**config.mk**
```make
export PLATFORM = sky130hd
export DESIGN_NAME = message_rom_dec_flat
export DESIGN_NICKNAME = d
export VERILOG_FILES = /design/src/rtl/message_rom_dec_if.sv /design/src/rtl/message_rom_dec.sv /design/src/flat_wrapper.sv
export SDC_FILE = /design/constraint.sdc
export NUM_CORES = 1
export LEC_CHECK = 0
export BUFFER_PORTS_ARGS = -buffer_cell sky130_fd_sc_hd__buf_2
export CAP_MARGIN = 10
export CORE_ASPECT_RATIO = 1.2
export CORE_MARGIN = 4
export CORE_UTILIZATION = 35
export DETAILED_ROUTE_END_ITERATION = 12
export PLACE_DENSITY = 0.49
export SYNTH_ARGS = -nofsm -noshare
export SYNTH_HDL_FRONTEND = slang
export SYNTH_SLANG_ARGS = --single-unit
```
**constraint.sdc**
```tcl
create_clock -name i_clk -period 13.8 [get_ports i_clk]
set_input_delay 0.69 -clock i_clk [delete_from_list [all_inputs] [get_ports i_clk]]
set_output_delay 0.69 -clock i_clk [all_outputs]
set_load 0.02 [all_outputs]
```
**src/rtl/message_rom_dec_if.sv**
```systemverilog
// rtl/message_rom_dec_if.sv - printer-side bus of the decimal message character source
//
// Purpose: groups the signals between the UART message printer and message_rom_dec.
// Signals:
//   addr           printer -> rom  8   character address (unsigned decode)
//   valuetoprint   printer -> rom  32  two's-complement value to render
//   isneg          printer -> rom  1   force the sign character to '-'
//   startconv      printer -> rom  1   level-sensitive conversion request
//   data           rom -> printer  8   ASCII character at addr
//   conversiondone rom -> printer  1   digits match the latched value
// Modports: master = printer, slave = message_rom_dec.
interface message_rom_dec_if;
  logic [7:0]  addr;
  logic [31:0] valuetoprint;
  logic        isneg;
  logic        startconv;
  logic [7:0]  data;
  logic        conversiondone;

  modport master (
    output addr, valuetoprint, isneg, startconv,
    input  data, conversiondone
  );

  modport slave (
    input  addr, valuetoprint, isneg, startconv,
    output data, conversiondone
  );
endinterface

```
**src/rtl/message_rom_dec.sv**
```systemverilog
// rtl/message_rom_dec.sv - 32-bit signed value to decimal ASCII character source
//
// Purpose: converts valuetoprint to ten BCD digits with a one-bit-per-clock
// double-dabble and serves the rendered message one character per address.
// Ports:
//   i_clk  in  1   system clock, rising edge
//   i_rst  in  1   asynchronous active-high reset
//   bus    slave modport of message_rom_dec_if (addr/valuetoprint/isneg/startconv in,
//          data/conversiondone out)
// Address map: 0 newline, 1..10 digits (addr k = 10^(k-1)), 11 sign, 12 space, else 0.
module message_rom_dec (
  input  logic                i_clk,
  input  logic                i_rst,
  message_rom_dec_if.slave    bus
);

  typedef enum logic [1:0] {
    IDLE   = 2'd0,
    SHIFT  = 2'd1,
    COMMIT = 2'd2
  } state_t;

  state_t      r_state;
  state_t      w_next;
  logic [31:0] r_v;         // latched value, compared against the input for auto-start
  logic        r_sign_lat;  // sign captured at start
  logic        r_sign_vis;  // sign shown on address 11
  logic [39:0] r_digits;    // visible digits D9..D0
  logic [39:0] r_bcd;       // conversion shadow
  logic [31:0] r_bin;       // magnitude being shifted out MSB first
  logic [4:0]  r_cnt;

  logic        w_start;
  logic [31:0] w_mag;
  logic [39:0] w_adj;
  logic [7:0]  w_data;

  // Add 3 to every BCD digit that is 5 or more, so the following shift carries correctly.
  function automatic logic [39:0] dabble_adjust(input logic [39:0] b);
    logic [39:0] r;
    r = b;
    for (int k = 0; k < 10; k++) begin
      if (r[4*k +: 4] >= 4'd5) begin
        r[4*k +: 4] = r[4*k +: 4] + 4'd3;
      end
    end
    return r;
  endfunction

  assign w_start = (r_state == IDLE) && (bus.startconv || (bus.valuetoprint != r_v));
  // Two's-complement negate as unsigned: -2^31 maps onto 0x8000_0000.
  assign w_mag   = bus.valuetoprint[31] ? (~bus.valuetoprint + 32'd1) : bus.valuetoprint;
  assign w_adj   = dabble_adjust(r_bcd);

  always_ff @(posedge i_clk or posedge i_rst) begin
    if (i_rst) begin
      r_state <= IDLE;
    end else begin
      r_state <= w_next;
    end
  end

  always_comb begin
    w_next = r_state;
    bus.conversiondone = 1'b0;
    case (r_state)
      IDLE: begin
        bus.conversiondone = 1'b1;
        if (w_start) begin
          w_next = SHIFT;
        end
      end
      SHIFT: begin
        if (r_cnt == 5'd31) begin
          w_next = COMMIT;
        end
      end
      COMMIT: begin
        w_next = IDLE;
      end
      default: begin
        w_next = IDLE;
      end
    endcase
  end

  always_ff @(posedge i_clk or posedge i_rst) begin
    if (i_rst) begin
      r_v        <= 32'd0;
      r_sign_lat <= 1'b0;
      r_sign_vis <= 1'b0;
      r_digits   <= 40'd0;
      r_bcd      <= 40'd0;
      r_bin      <= 32'd0;
      r_cnt      <= 5'd0;
    end else begin
      case (r_state)
        IDLE: begin
          if (w_start) begin
            r_v        <= bus.valuetoprint;
            r_sign_lat <= bus.isneg | bus.valuetoprint[31];
            r_bin      <= w_mag;
            r_bcd      <= 40'd0;
            r_cnt      <= 5'd0;
          end
        end
        SHIFT: begin
          r_bcd <= {w_adj[38:0], r_bin[31]};
          r_bin <= {r_bin[30:0], 1'b0};
          r_cnt <= r_cnt + 5'd1;
        end
        COMMIT: begin
          r_digits   <= r_bcd;
          r_sign_vis <= r_sign_lat;
        end
        default: begin
        end
      endcase
    end
  end

  always_comb begin
    w_data = 8'h00;
    if (bus.addr == 8'd0) begin
      w_data = 8'h0A;
    end else if (bus.addr == 8'd11) begin
      w_data = r_sign_vis ? 8'h2D : 8'h20;
    end else if (bus.addr == 8'd12) begin
      w_data = 8'h20;
    end else begin
      for (int k = 1; k <= 10; k++) begin
        if (bus.addr == 8'(k)) begin
          w_data = {4'h3, r_digits[4*(k-1) +: 4]};
        end
      end
    end
  end

  assign bus.data = w_data;

endmodule

```
**src/flat_wrapper.sv**
```systemverilog
// flat-port wrapper written by rule: the top's interface ports become plain ports
module message_rom_dec_flat 
  (i_clk, i_rst, bus_addr, bus_valuetoprint, bus_isneg, bus_startconv, bus_data, bus_conversiondone);
  message_rom_dec_if bus_i ();
  input  logic i_clk;
  input  logic i_rst;
  input wire logic [$bits(bus_i.addr)-1:0] bus_addr;
  input wire logic [$bits(bus_i.valuetoprint)-1:0] bus_valuetoprint;
  input wire logic [$bits(bus_i.isneg)-1:0] bus_isneg;
  input wire logic [$bits(bus_i.startconv)-1:0] bus_startconv;
  output wire logic [$bits(bus_i.data)-1:0] bus_data;
  output wire logic [$bits(bus_i.conversiondone)-1:0] bus_conversiondone;
  assign bus_i.addr = bus_addr;
  assign bus_i.valuetoprint = bus_valuetoprint;
  assign bus_i.isneg = bus_isneg;
  assign bus_i.startconv = bus_startconv;
  assign bus_data = bus_i.data;
  assign bus_conversiondone = bus_i.conversiondone;
  message_rom_dec u_core (.i_clk(i_clk), .i_rst(i_rst), .bus(bus_i));
endmodule
```
[After elaboration in Yosys (flattened, before gate mapping)]
Cells that the tools add are included.
Storage, ports and cells
  output and inout port bits: 9
  input port bits: 44
  flip-flop bits (word level): 153
  word-level logic and storage cells: 93
Cells by class
  mux-type cells: 35
  order comparisons: 10
  reductions and logical operators: 8
  eq/ne operators: 18
  add/sub/neg operators: 12
  bitwise gates (word level): 2
Operator list (number)
  case mux 40 bit (2 select lines): 1
  two-way mux 32 bit: 2
  case mux 32 bit (2 select lines): 1
  two-way mux 6 bit: 10
  equality test 8 x 4 -> 1 bit, second input constant: 5
  >= comparator 4 x 3 -> 1 bit, second input constant: 10
  two-way mux 4 bit: 10
  two-way mux 40 bit: 1
  adder 4 x 2 -> 4 bit, second input constant: 9
  adder 32 x 1 -> 32 bit, second input constant: 1
  equality test 8 x 3 -> 1 bit, second input constant: 4
  != test 32 bit: 1
  inverter 32 bit: 1
  two-way mux 8 bit: 3
  equality test 8 x 2 -> 1 bit, second input constant: 2
  case mux 5 bit (2 select lines): 1
  equality test 8 x 1 -> 1 bit, second input constant: 1
  zero test 8 bit: 1
  AND reduction 2 bit: 3
  adder 5 x 1 -> 5 bit, second input constant: 1
  equality test 5 bit, second input constant: 1
  two-way mux 5 bit: 1
  two-way mux 2 bit: 2
  != test 2 x 1 -> 1 bit, second input constant: 2
  11 further kinds: 11

[Depth between registers and ports, before layout]
  word-level depth: 14
  mapped depth: 8
  depth with buffers taken out: 7

[Worst setup path before layout]
OpenSTA, ideal clock, no wires.
  path kind: input to output
  from: input bus_addr[0]
  to: output bus_data[0]
  path slack: 10.771 ns
  data required time: 13.110 ns
  stages: 7
  buffers on the path: 3
  arrival: 2.339 ns
  path through: clkbuf_1 -> buf_1 -> buf_1 -> o211ai_1 -> o21ai_0 -> o2111ai_1 -> a21oi_1
On the way
  cells in the longest elaborated chain, start to end: 14
  elaborated cells between the ends (all ways): 26
  those cells by class: eq/ne (12); mux (13); reduce/logical (1)
RTL lines
  start, declared: RTL line flat_wrapper.sv:7  | input wire logic [$bits(bus_i.addr)-1:0] bus_addr;
  equality test 8 x 1 -> 1 bit: RTL line message_rom_dec.sv:132  | if (bus.addr == 8'(k)) begin
  two-way mux 6 bit (10 in a row): RTL line message_rom_dec.sv:132
  two-way mux 8 bit: RTL line message_rom_dec.sv:128  | end else if (bus.addr == 8'd12) begin
  two-way mux 8 bit: RTL line message_rom_dec.sv:126  | end else if (bus.addr == 8'd11) begin
  two-way mux 8 bit *: RTL line message_rom_dec.sv:124  | if (bus.addr == 8'd0) begin
  end, declared: RTL line flat_wrapper.sv:11  | output wire logic [$bits(bus_i.data)-1:0] bus_data;
Mark *: on every way between the ends. The rest lies on a longest branch, timed or not.

[Final worst setup path]
  from: input bus_valuetoprint[31]
  to: register u_core.r_v[28]
On the way
  cells in the longest elaborated chain, start to end: 4
RTL lines
  start, declared: RTL line flat_wrapper.sv:8  | input wire logic [$bits(bus_i.valuetoprint)-1:0] bus_valuetoprint;
  != test 32 bit: RTL line message_rom_dec.sv:50  | assign w_start = (r_state == IDLE) && (bus.startconv || (bus.valuetoprint != r_v));
  logical OR 1 bit: RTL line message_rom_dec.sv:50
  logical AND 1 bit: RTL line message_rom_dec.sv:50
  AND reduction 2 bit (no source line)
  end signal, assigned: RTL line message_rom_dec.sv:100  | r_v <= bus.valuetoprint;
  end, declared: RTL line message_rom_dec.sv:25  | logic [31:0] r_v;
Every way passes these cells.
A chain may end at the register's enable or synchronous reset.

==> results.yml <==
floorplanning:
  start_util_pct: 36.0
  rows: 61
  die_h_um: 178
  die_w_um: 150
  ios: 53
  die_area_um2: 26600
  core-area_um2: 23400
synth:
  seq_area_frac_synth_pct: 45.4
  syn_area_per_cell_um2: 10.2
  synth.area.top_cells: "dfrtp_1, mux2_2, xor2_1"
  netlist_area_um2: 8430
  yosysTopAreaCell: "dfrtp_1"
  ys.flop_type: "dfrtp_1"
  ys_ff_latch: 153
  yosysWarnings: 0
  synth_top_area_share_pct: 45.4
  ys_types: 62
  syn_inst: 823
  async_flop_share_pct: 100
  synth_edf_count: 0
sta:
  period_share_pct: 23.2
  final.setup.worst_slack_ns: 10.60
  worst_pin_slew_ns: 1.04
  whs_ns: 0.456
  clock_skew_ns: 0.0151
  setup_viol: 0
  slew_violations: 0
  hold_viol: 0
  min_period_ns: 3.20
  fmax_mhz: 313
  setup-tns-final_ns: 0
  timing.slew.headroom_pct: 30.3
  rsz0062_at_grt: "false"
power:
  power.density_nw_per_um2: 129
  ir_drop_mv: 0.0864
  p_leak_uw: 0.00416
  power_uw: 1210
worst_setup_path:
  crit_path_end_kind: "flop"
  crit_type: "input port to flop"
  path_max_fanout: 35
  r2r_cells: 6
  critical_path_required_ns: 14.11
  worstPathArrival_ns: 3.51
  critical_path.startpoint_type: "input port"
clocking:
  cts.repair.resized: 0
  worstSkewPairLatency_ns: 0.43
  post_cts_buffers: 0
  clockBufferDepth: 2
  cts_buffers: 17
  cts-root-buf: "clkbuf_16"
  clk_pin_slew_worst_paths_ns: 0.06
  hold_buffers: 0
  cts.sinks: 153
  cts_tree: "yes"
  cts.htree.levels: 4
place:
  post-place-ws_ns: 10.08
  routabilityCongestion: 0.788
  port_buffers: 50
  dp_hpwl_um: 13500
global_route:
  grt_pass1_wl_um: 33800
  top_usage_layer: "met2"
  antenna_found_initial: 0
  grt_max_degree: 95
  grtUsageTotal_pct: 15.9
  use_met3_pct: 2.57
  grt_use_met2_pct: 26.6
  grt-ovfl-total: 0
  grt_pass1_vias: 6299
  gr-usage-met1_pct: 21.4
finish:
  nets: 911
  syn_to_final_growth_pct: 11.7
  drive_gt1_share_pct: 17.5
  nFillCells: 2365
  fin_util_pct: 40.2
  diodes: 0
routing:
  wl_per_cell_um: 17.2
  vias: 6154
  drt_iter0_markers: 299
  via_per_inst: 5.25
  first_pass_iters: 10
  wl_um: 20200
  ant_nets: 0
  drc: 0
status:
  status: "completed"
hold_path:
  hp-class: "input port to async pin"
flow_run:
  maxCapViolations: 0
synthesized netlist by cell type, types with 3 or more instances:
| cell type | n |
|---|---|
| or3_1 | 3 |
| mux2i_1 | 14 |
| or4_1 | 7 |
| buf_4 | 4 |
| a31oi_1 | 12 |
| nand2_1 | 66 |
| o31ai_1 | 12 |
| inv_1 | 62 |
| nor3b_1 | 3 |
| ha_1 | 23 |
| dfrtp_1 | 153 |
| o22ai_1 | 17 |
| nor4_1 | 22 |
| o32ai_1 | 5 |
| o21ai_0 | 74 |
| xnor2_1 | 22 |
| clkbuf_1 | 31 |
| a221o_1 | 6 |
| o41ai_1 | 9 |
| xor2_1 | 54 |
| and3_1 | 7 |
| nor2_1 | 22 |
| a22o_1 | 14 |
| mux2_4 | 3 |
| a222oi_1 | 9 |
| o221ai_1 | 4 |
| nor2b_1 | 4 |
| o21ai_1 | 9 |
| nand3_1 | 8 |
| buf_6 | 11 |
| buf_2 | 8 |
| nand2b_1 | 16 |
| mux2_2 | 46 |
| nor3_1 | 5 |
| a221oi_1 | 10 |
| a21oi_1 | 14 |
per-stage QoR:
step                      cell area (um^2)  std cells
after floorplan                       8430        824
after global placement                8830       1140
after detailed placement              8830       1140
after CTS                             9420       1172
after global routing                  9420       1172
final                                 9420       1172
area by class of cell:
| cell class | count | area (um^2) | share of cell area [%] |
|---|---|---|---|
| clock buffer | 18 | 429 | 4.56 |
| clock inverter | 14 | 164 | 1.74 |
| inverter | 62 | 238 | 2.52 |
| multi-input combinational | 552 | 4060 | 43.1 |
| sequential | 153 | 3830 | 40.6 |
| tap | 315 | 394 | 4.18 |
| timing repair buffer | 58 | 310 | 3.29 |
placed cells by master, fill, tap and decap left out, types with 4 or more instances in the layout:
cell type and instances:
a21oi_1 14, a221o_1 6, a221oi_1 10, a222oi_1 9, a22o_1 14, a31oi_1 12, and3_1 7, buf_2 50
buf_4 8, clkbuf_16 17, dfrtp_1 153, ha_1 23, inv_1 61, inv_6 6, mux2_2 46, mux2i_1 14
nand2_1 65, nand2b_1 16, nand3_1 8, nor2_1 21, nor2b_1 4, nor3_1 5, nor4_1 22, o21ai_0 74
o21ai_1 9, o221ai_1 4, o22ai_1 17, o31ai_1 12, o32ai_1 5, o41ai_1 9, or4_1 7, xnor2_1 22
xor2_1 54
path summary, 6_finish.rpt:
kind,to,slack (ns),from
min in group i_clk,u_core.r_digits[35]$_DFFE_PP0N_,0.48,u_core.r_digits[35]$_DFFE_PP0N_
max in group asynchronous,u_core.r_bcd[29]$_DFFE_PP0P_,12.01,i_rst
max reg2reg,u_core.r_v[28]$_DFFE_PP0P_,10.64,u_core.r_v[9]$_DFFE_PP0P_
min,u_core.r_bin[14]$_DFFE_PP0P_,0.46,i_rst
max,u_core.r_v[28]$_DFFE_PP0P_,10.60,bus_valuetoprint[31]
min reg2reg,u_core.r_digits[35]$_DFFE_PP0N_,0.48,u_core.r_digits[35]$_DFFE_PP0N_
worst max-delay path, stage by stage:
cell and delay, ns:
buf_2 0.48, xor2_1 0.16, nor4_2 0.33, nand4_2 0.25, o31ai_4 0.82, buf_4 0.39, mux2_2 0.36
state kept, by name (all words and copies together) (netlist names):
signal	flops
u_core.r_bin	32
u_core.r_sign_lat	1
u_core.r_sign_vis	1
u_core.r_state	2
u_core.r_cnt	5
u_core.r_v	32
u_core.r_bcd	40
u_core.r_digits	40
layer usage:
| layer | vias up | share of wire, % | routed length [um] |
|---|---|---|---|
| met2 | 95 | 49 | 9980 |
| met5 | - | 0 | 0 |
| met1 | 3027 | 47 | 9480 |
| met3 | 19 | 2.4 | 480 |
| met4 | 0 | 1.3 | 259 |
| li1 | 3013 | - | - |
kinds of logic after synthesis:
logic type	after synthesis	share of synthesized area (%)
AOI/OAI and AO/OA	213	17.4
and+or+nand+nor	174	10.7
DFF	153	45.4
buffers and inverters	119	6.59
xor gates and xnor gates	76	7.90
muxes	64	8.61
adders and majority gates	23	3.41
other	1	0.0445
where the power goes:
| group | internal, uW | switching [uW] | leakage [uW] |
|---|---|---|---|
| Clock | 271 | 203 | 0.000280 |
| Combinational | 96.7 | 129 | 0.00194 |
| Sequential | 486 | 29.3 | 0.00194 |
No activity file was read; power rests on OpenSTA's default activity.
